File: src/rtl/gray_bus_receiver_pkg.sv
`timescale 1ns/1ps
`default_nettype none
// ============================================================================
//  Module      : gray_bus_receiver_pkg
//  Description : Shared types and constants for the Gray-coded bus receiver.
//                Holds the receiver FSM state type, default parameter values
//                and a Gray-to-binary helper function.
//  Revision    : 1.0 - initial release
// ============================================================================
package gray_bus_receiver_pkg;

    // Default bus width, stability window and error-counter width.
    localparam int c_default_n             = 8;
    localparam int c_default_stable_cycles = 4;
    localparam int c_default_err_w         = 8;

    // Receiver lock state.
    typedef enum logic [0:0] {
        ST_UNLOCKED = 1'b0,
        ST_LOCKED   = 1'b1
    } rx_state_t;

    // Gray-to-binary decode of a zero-extended value up to 32 bits wide.
    // Each binary bit is the XOR of all Gray bits at or above it, so
    // zero-extension of a narrower code does not change the result.
    function automatic logic [31:0] gray_to_bin(input logic [31:0] gray);
        logic [31:0] bin;
        bin = gray;
        for (int s = 1; s < 32; s++) begin
            bin = bin ^ (gray >> s);
        end
        return bin;
    endfunction

endpackage : gray_bus_receiver_pkg
`default_nettype wire

File: src/rtl/gray_bus_receiver_gray2bin.sv
`timescale 1ns/1ps
`default_nettype none
// ============================================================================
//  Module      : gray2bin
//  Description : Combinational N-bit Gray-to-binary decoder.
//                bin[N-1] = gray[N-1]; bin[i] = bin[i+1] ^ gray[i].
//  Ports       : i_gray  in  N  Gray-coded value
//                o_bin   out N  binary equivalent
//  Revision    : 1.0 - initial release
// ============================================================================
module gray2bin
    import gray_bus_receiver_pkg::*;
#(
    parameter int N = c_default_n
) (
    input  logic [N-1:0] i_gray,
    output logic [N-1:0] o_bin
);

    // Each output bit is the reduction XOR of the Gray bits from the MSB
    // down to that position, which unrolls the ripple recurrence.
    for (genvar i = 0; i < N; i++) begin : g_bit
        assign o_bin[i] = ^i_gray[N-1:i];
    end

endmodule : gray2bin
`default_nettype wire

File: src/rtl/gray_bus_receiver.sv
`timescale 1ns/1ps
`default_nettype none
// ============================================================================
//  Module      : gray_bus_receiver
//  Description : Receives an asynchronous Gray-coded count bus. Synchronizes
//                it with two flops, waits for STABLE_CYCLES identical
//                samples, decodes accepted values to binary, checks each
//                accepted step for a single-bit change and reports the step
//                direction.
//  Ports       : clk        in  1      system clock
//                reset      in  1      asynchronous active-high reset
//                gray_in    in  N      asynchronous Gray-coded bus
//                bin_out    out N      binary decode of last accepted value
//                valid      out 1      pulse on each newly accepted value
//                dir_up     out 1      last legal step was +1 mod 2^N
//                step_err   out 1      pulse: accepted step not single-bit
//                locked     out 1      a value was accepted since reset
//                err_count  out ERR_W  saturating count of step_err pulses
//  Config      : GRAY_RX_ERRCNT_EN - when defined, err_count is a real
//                saturating counter; otherwise it is tied to zero.
//  Revision    : 1.0 - initial release
// ============================================================================
module gray_bus_receiver
    import gray_bus_receiver_pkg::*;
#(
    parameter int N             = c_default_n,
    parameter int STABLE_CYCLES = c_default_stable_cycles,
    parameter int ERR_W         = c_default_err_w
) (
    input  logic             clk,
    input  logic             reset,
    input  logic [N-1:0]     gray_in,
    output logic [N-1:0]     bin_out,
    output logic             valid,
    output logic             dir_up,
    output logic             step_err,
    output logic             locked,
    output logic [ERR_W-1:0] err_count
);

    // Counter only needs to reach STABLE_CYCLES-1; keep at least one bit.
    localparam int c_cnt_w = (STABLE_CYCLES > 1) ? $clog2(STABLE_CYCLES) : 1;
    localparam logic [c_cnt_w-1:0] c_cnt_max = c_cnt_w'(STABLE_CYCLES - 1);

    // ------------------------------------------------------------------------
    // Two-flop synchronizer
    // ------------------------------------------------------------------------
    logic [N-1:0] r_sync1;
    logic [N-1:0] r_sync2;

    always_ff @(posedge clk or posedge reset) begin
        if (reset) begin
            r_sync1 <= '0;
            r_sync2 <= '0;
        end else begin
            r_sync1 <= gray_in;
            r_sync2 <= r_sync1;
        end
    end

    // ------------------------------------------------------------------------
    // Stability filter: any synchronized change reloads the candidate and
    // restarts the count, so latency is measured from the last change.
    // ------------------------------------------------------------------------
    logic [N-1:0]       r_cand;
    logic [c_cnt_w-1:0] r_cnt;
    logic               w_stable;

    always_ff @(posedge clk or posedge reset) begin
        if (reset) begin
            r_cand <= '0;
            r_cnt  <= '0;
        end else if (r_sync2 != r_cand) begin
            r_cand <= r_sync2;
            r_cnt  <= '0;
        end else if (r_cnt != c_cnt_max) begin
            r_cnt  <= r_cnt + c_cnt_w'(1);
        end
    end

    // The count holds at its maximum, so a settled value stays "stable"
    // every cycle; the FSM ignores it once it matches the accepted value.
    assign w_stable = (r_sync2 == r_cand) && (r_cnt == c_cnt_max);

    // ------------------------------------------------------------------------
    // Decoders for the candidate and the last accepted value
    // ------------------------------------------------------------------------
    logic [N-1:0] r_acc_gray;
    logic [N-1:0] w_cand_bin;
    logic [N-1:0] w_acc_bin;

    gray2bin #(.N(N)) u_cand_dec (
        .i_gray (r_cand),
        .o_bin  (w_cand_bin)
    );

    gray2bin #(.N(N)) u_acc_dec (
        .i_gray (r_acc_gray),
        .o_bin  (w_acc_bin)
    );

    // A legal Gray step flips exactly one bit; N-bit arithmetic makes the
    // all-ones to zero wrap count as an up-step.
    logic w_legal;
    logic w_is_up;

    assign w_legal = $onehot(r_acc_gray ^ r_cand);
    assign w_is_up = (w_cand_bin == (w_acc_bin + N'(1)));

    // ------------------------------------------------------------------------
    // Lock FSM
    // ------------------------------------------------------------------------
    rx_state_t r_state;
    rx_state_t w_state_next;
    logic      w_accept;
    logic      w_check;

    always_ff @(posedge clk or posedge reset) begin
        if (reset) begin
            r_state <= ST_UNLOCKED;
        end else begin
            r_state <= w_state_next;
        end
    end

    always_comb begin
        w_state_next = r_state;
        w_accept     = 1'b0;
        w_check      = 1'b0;
        case (r_state)
            ST_UNLOCKED: begin
                // First value after reset has no predecessor to check.
                if (w_stable) begin
                    w_accept     = 1'b1;
                    w_state_next = ST_LOCKED;
                end
            end
            ST_LOCKED: begin
                // A bounce back to the accepted value is silently ignored.
                if (w_stable && (r_cand != r_acc_gray)) begin
                    w_accept = 1'b1;
                    w_check  = 1'b1;
                end
            end
            default: begin
                w_state_next = ST_UNLOCKED;
            end
        endcase
    end

    // ------------------------------------------------------------------------
    // Registered outputs
    // ------------------------------------------------------------------------
    logic [N-1:0] r_bin;
    logic         r_valid;
    logic         r_dir_up;
    logic         r_step_err;

    always_ff @(posedge clk or posedge reset) begin
        if (reset) begin
            r_acc_gray <= '0;
            r_bin      <= '0;
            r_valid    <= 1'b0;
            r_dir_up   <= 1'b0;
            r_step_err <= 1'b0;
        end else begin
            r_valid    <= w_accept;
            r_step_err <= w_check && !w_legal;
            if (w_accept) begin
                r_acc_gray <= r_cand;
                r_bin      <= w_cand_bin;
            end
            // Direction is only meaningful for a legal step; an illegal
            // jump leaves the previous direction in place.
            if (w_check && w_legal) begin
                r_dir_up <= w_is_up;
            end
        end
    end

    assign bin_out  = r_bin;
    assign valid    = r_valid;
    assign dir_up   = r_dir_up;
    assign step_err = r_step_err;
    assign locked   = (r_state == ST_LOCKED);

    // ------------------------------------------------------------------------
    // Optional saturating step-error counter
    // ------------------------------------------------------------------------
`ifdef GRAY_RX_ERRCNT_EN
    logic [ERR_W-1:0] r_err_cnt;

    always_ff @(posedge clk or posedge reset) begin
        if (reset) begin
            r_err_cnt <= '0;
        end else if (w_check && !w_legal && (r_err_cnt != {ERR_W{1'b1}})) begin
            r_err_cnt <= r_err_cnt + ERR_W'(1);
        end
    end

    assign err_count = r_err_cnt;
`else
    assign err_count = '0;
`endif

endmodule : gray_bus_receiver
`default_nettype wire

File: config.mk
export PLATFORM = sky130hd
export DESIGN_NAME = gray_bus_receiver
export DESIGN_NICKNAME = d
export VERILOG_FILES = /design/src/rtl/gray_bus_receiver_pkg.sv /design/src/rtl/gray_bus_receiver_gray2bin.sv /design/src/rtl/gray_bus_receiver.sv
export SDC_FILE = /design/constraint.sdc
export NUM_CORES = 1
export LEC_CHECK = 0
export BUFFER_PORTS_ARGS = -buffer_cell sky130_fd_sc_hd__buf_2
export CAP_MARGIN = 25
export CELL_PAD_IN_SITES_DETAIL_PLACEMENT = 2
export CELL_PAD_IN_SITES_GLOBAL_PLACEMENT = 2
export CORE_MARGIN = 4
export CORE_UTILIZATION = 43
export CTS_BUF_LIST = sky130_fd_sc_hd__clkbuf_16
export CTS_CLUSTER_DIAMETER = 30
export DETAILED_ROUTE_END_ITERATION = 8
export HOLD_SLACK_MARGIN = 0.08
export PLACE_DENSITY = 0.9
export RECOVER_POWER = 100
export SLEW_MARGIN = 20
export SYNTH_ARGS = -nofsm -noshare
export SYNTH_HDL_FRONTEND = slang
export SYNTH_HIERARCHICAL = 1
export SYNTH_SLANG_ARGS = --single-unit
export TNS_END_PERCENT = 100
File: constraint.sdc
create_clock -name clk -period 9.3 [get_ports clk]
set_input_delay 1.86 -clock clk [delete_from_list [all_inputs] [get_ports clk]]
set_output_delay 1.86 -clock clk [all_outputs]
set_load 0.05 [all_outputs]
==> flow_summary.ini <==
[run_status]
status = complete, but fails checks
violations = capacitance limit, slew limit

[logic_synthesis]
ys_async_sr_fraction_pct = 100
yosysSeqAreaShare_pct = 47.3
synth_top_cell_by_area = dfrtp_1
syn_area_mm2 = 0.00243
synthCells = 185
synthTopCellsByArea = dfrtp_1, xor2_1, mux2_4
ys_ff_latch = 46
synth-edff-count = 0
yosys_warnings = 6
synth.top_cell.area_share_pct = 47.3
synth_most_common_cell = dfrtp_1
yosysUniqueCellTypes = 40
synth_commonest_cells = dfrtp_1, xor2_1, xnor2_1
avgSynthCellArea_um2 = 13.2
ys.flop_type = dfrtp_1

[final_layout]
final_core_util_pct = 47.7
fin_cells = 274
final_cell_area_mm2 = 0.00263
diodes = 0
multi_input_comb_area_mm2 = 0.00111
fillers = 549
drive_gt1_share_pct = 20.3
seq_area_mm2 = 0.00115
nets = 222
syn_to_final_growth_pct = 7.91

[timing]
period_minus_slack_ns = 4.45
worst_slew_pin_slew_ns = 1.87
fin_setup_tns_ns = 0
setup_viol = 0
finalHoldViolations = 0
timing.final.crit_share_pct = 47.8
fmax_ghz = 0.225
slew-limit-headroom_pct = -24.8
drv_slew = 52
fin_ws_ns = 4.85
rsz0062_at_grt = no
skew_ns = 0.00453

[floorplan]
die_h_um = 83.3
dieArea_mm2 = 0.00693
num_rows = 27
io_pins = 30
start_util_pct = 44.2
core_mm2 = 0.00551
fp.dieW_um = 83.3

[placed_design]
placed_area_mm2 = 0.00253
pre_cts_ws_ns = 4.91
io_buffers = 21
gp_congestion = 0.753
placed_cells = 266
hpwl_um = 3890

[grt]
grt_use_total_pct = 16.2
grt_pass1_wl_um = 8660
antenna_found_initial = 0
grt_max_degree = 47
overflow = 0
first_global_vias = 1583

[detailed_routing]
drt-total-wl_um = 5130
drt_iter0_drc = 47
drc = 0
dr.pass1.iters = 4
avgViaCountPerCell = 4.99
num_vias = 1366
ant_nets = 0
avgRoutedWirePerCell_um = 18.7

[clock_tree]
cts_buffer_depth = 2
hold_buffers = 0
post_cts_buffers = 0
cts_num_sinks = 46
clkLatencyLatePin_ns = 0.28
cts_tree = built
cts_max_level = 2
cts_root_buf = clkbuf_16
post_cts_resized = 0
clkTransAtPathRegs_ns = 0.06
cts_inserted_buffers = 5

[critical_path]
setup.worst_path.end_class = flip-flop
crit_fanout = 4
crit_arrival_ns = 4.62
criticalPathCategory = reg -> reg
r2r_slack_ns = 4.85
cp-start-kind = flip-flop
cp_data_required_time_ns = 9.47

[pwr]
p_leak_nw = 1.24
vdd_drop_max_v = 0.000111
powerDensity_mw_per_mm2 = 174

[run]
drv_cap = 2

[worst_hold_path]
min_path_type = reg -> reg
==> cell type report <==
class,instances,area share [%]
Clock buffer,5,4.76
Timing Repair Buffer,22,3.57
Sequential cell,46,43.8
Multi-Input combinational cell,117,42.4
Inverter,10,1.43
Tap cell,72,3.43
Clock inverter,2,0.571
==> worst paths after layout <==
kind	startpoint	end	cells after the start
max	r_cand[0]$_DFFE_PP0P_	dir_up$_DFFE_PP0P_	15
min	r_sync1[1]$_DFF_PP0_	r_sync2[1]$_DFF_PP0_	0
max reg2reg	r_cand[0]$_DFFE_PP0P_	dir_up$_DFFE_PP0P_	15
min reg2reg	r_sync1[1]$_DFF_PP0_	r_sync2[1]$_DFF_PP0_	0
max in group asynchronous	reset	r_sync1[3]$_DFF_PP0_	3
min in group asynchronous	reset	r_sync2[0]$_DFF_PP0_	2
==> metrics by stage <==
step	hold slack [ns]	total power, W
global placement	0.332	0.000283
CTS	0.351	0.000465
finish	0.348	0.000457
detailed placement	0.337	0.000292
floorplan	0.331	0.000274
global route	0.358	0.000483
==> worst max-delay path: stages (launching register included) <==
cell      delay (ns)
dfrtp_1         0.43
xnor2_1         0.31
inv_1           0.11
fa_1            0.55
inv_1           0.05
fa_1            0.50
fa_1            0.42
inv_1           0.07
ha_1            0.17
inv_1           0.06
fa_1            0.39
a211oi_1        0.25
mux2i_1         0.11
nor2_1          0.17
nor4b_1         0.37
mux2_1          0.36
==> report_power, final <==
group / switching, W / total [W] / internal, W
clock network: 0.0000725 / 0.000170 / 0.0000979
registers: 0.00000574 / 0.000211 / 0.000205
logic: 0.0000462 / 0.0000758 / 0.0000296
total: 0.000125 / 0.000457 / 0.000333
==> cell usage in the layout, fill, tap and decap left out, drive strengths merged <==
cell type	n
conb	8
xor2	24
dfrtp	46
nand3	3
xor3	2
nor4	4
nor2	5
a211oi	2
o221a	1
fa	4
nand2	6
nand3b	1
o21ba	1
and2	1
buf	9
clkinvlp	2
or3	1
xnor2	16
nand4b	1
xnor3	2
nand2b	1
nor3b	1
nor3	2
o21ai	1
nor4b	1
ha	6
nand4	1
mux2i	2
a2111o	1
a21oi	1
clkbuf	18
a311oi	1
inv	10
mux2	17
==> logic make-up after synthesis <==
logic type	share of synthesized area, %
flip-flops	47.3
XOR/XNOR	19.0
buffers and inverters	6.68
AND/OR/NAND/NOR	7.25
multiplexers	10.1
adder cells (fa/ha/maj)	6.37
AO/OA/AOI/OAI	3.19
other	0.154
==> per-layer routing <==
layer	vias up	wire, um	GRT usage (%)
met3	6	159	3.47
met2	22	2830	29.5
met4	0	42	4.01
li1	616	-	-
met1	722	2090	19.4
met5	-	0	0
==> sequential cells by signal, indices dropped and copies added, names as in the netlist, 2 cells and up <==
| register | count |
|---|---|
| r_acc_gray | 8 |
| r_cand | 8 |
| r_sync1 | 8 |
| bin_out | 8 |
| r_sync2 | 8 |
| r_cnt | 2 |
Note: power is estimated with default switching activity, not from simulation.
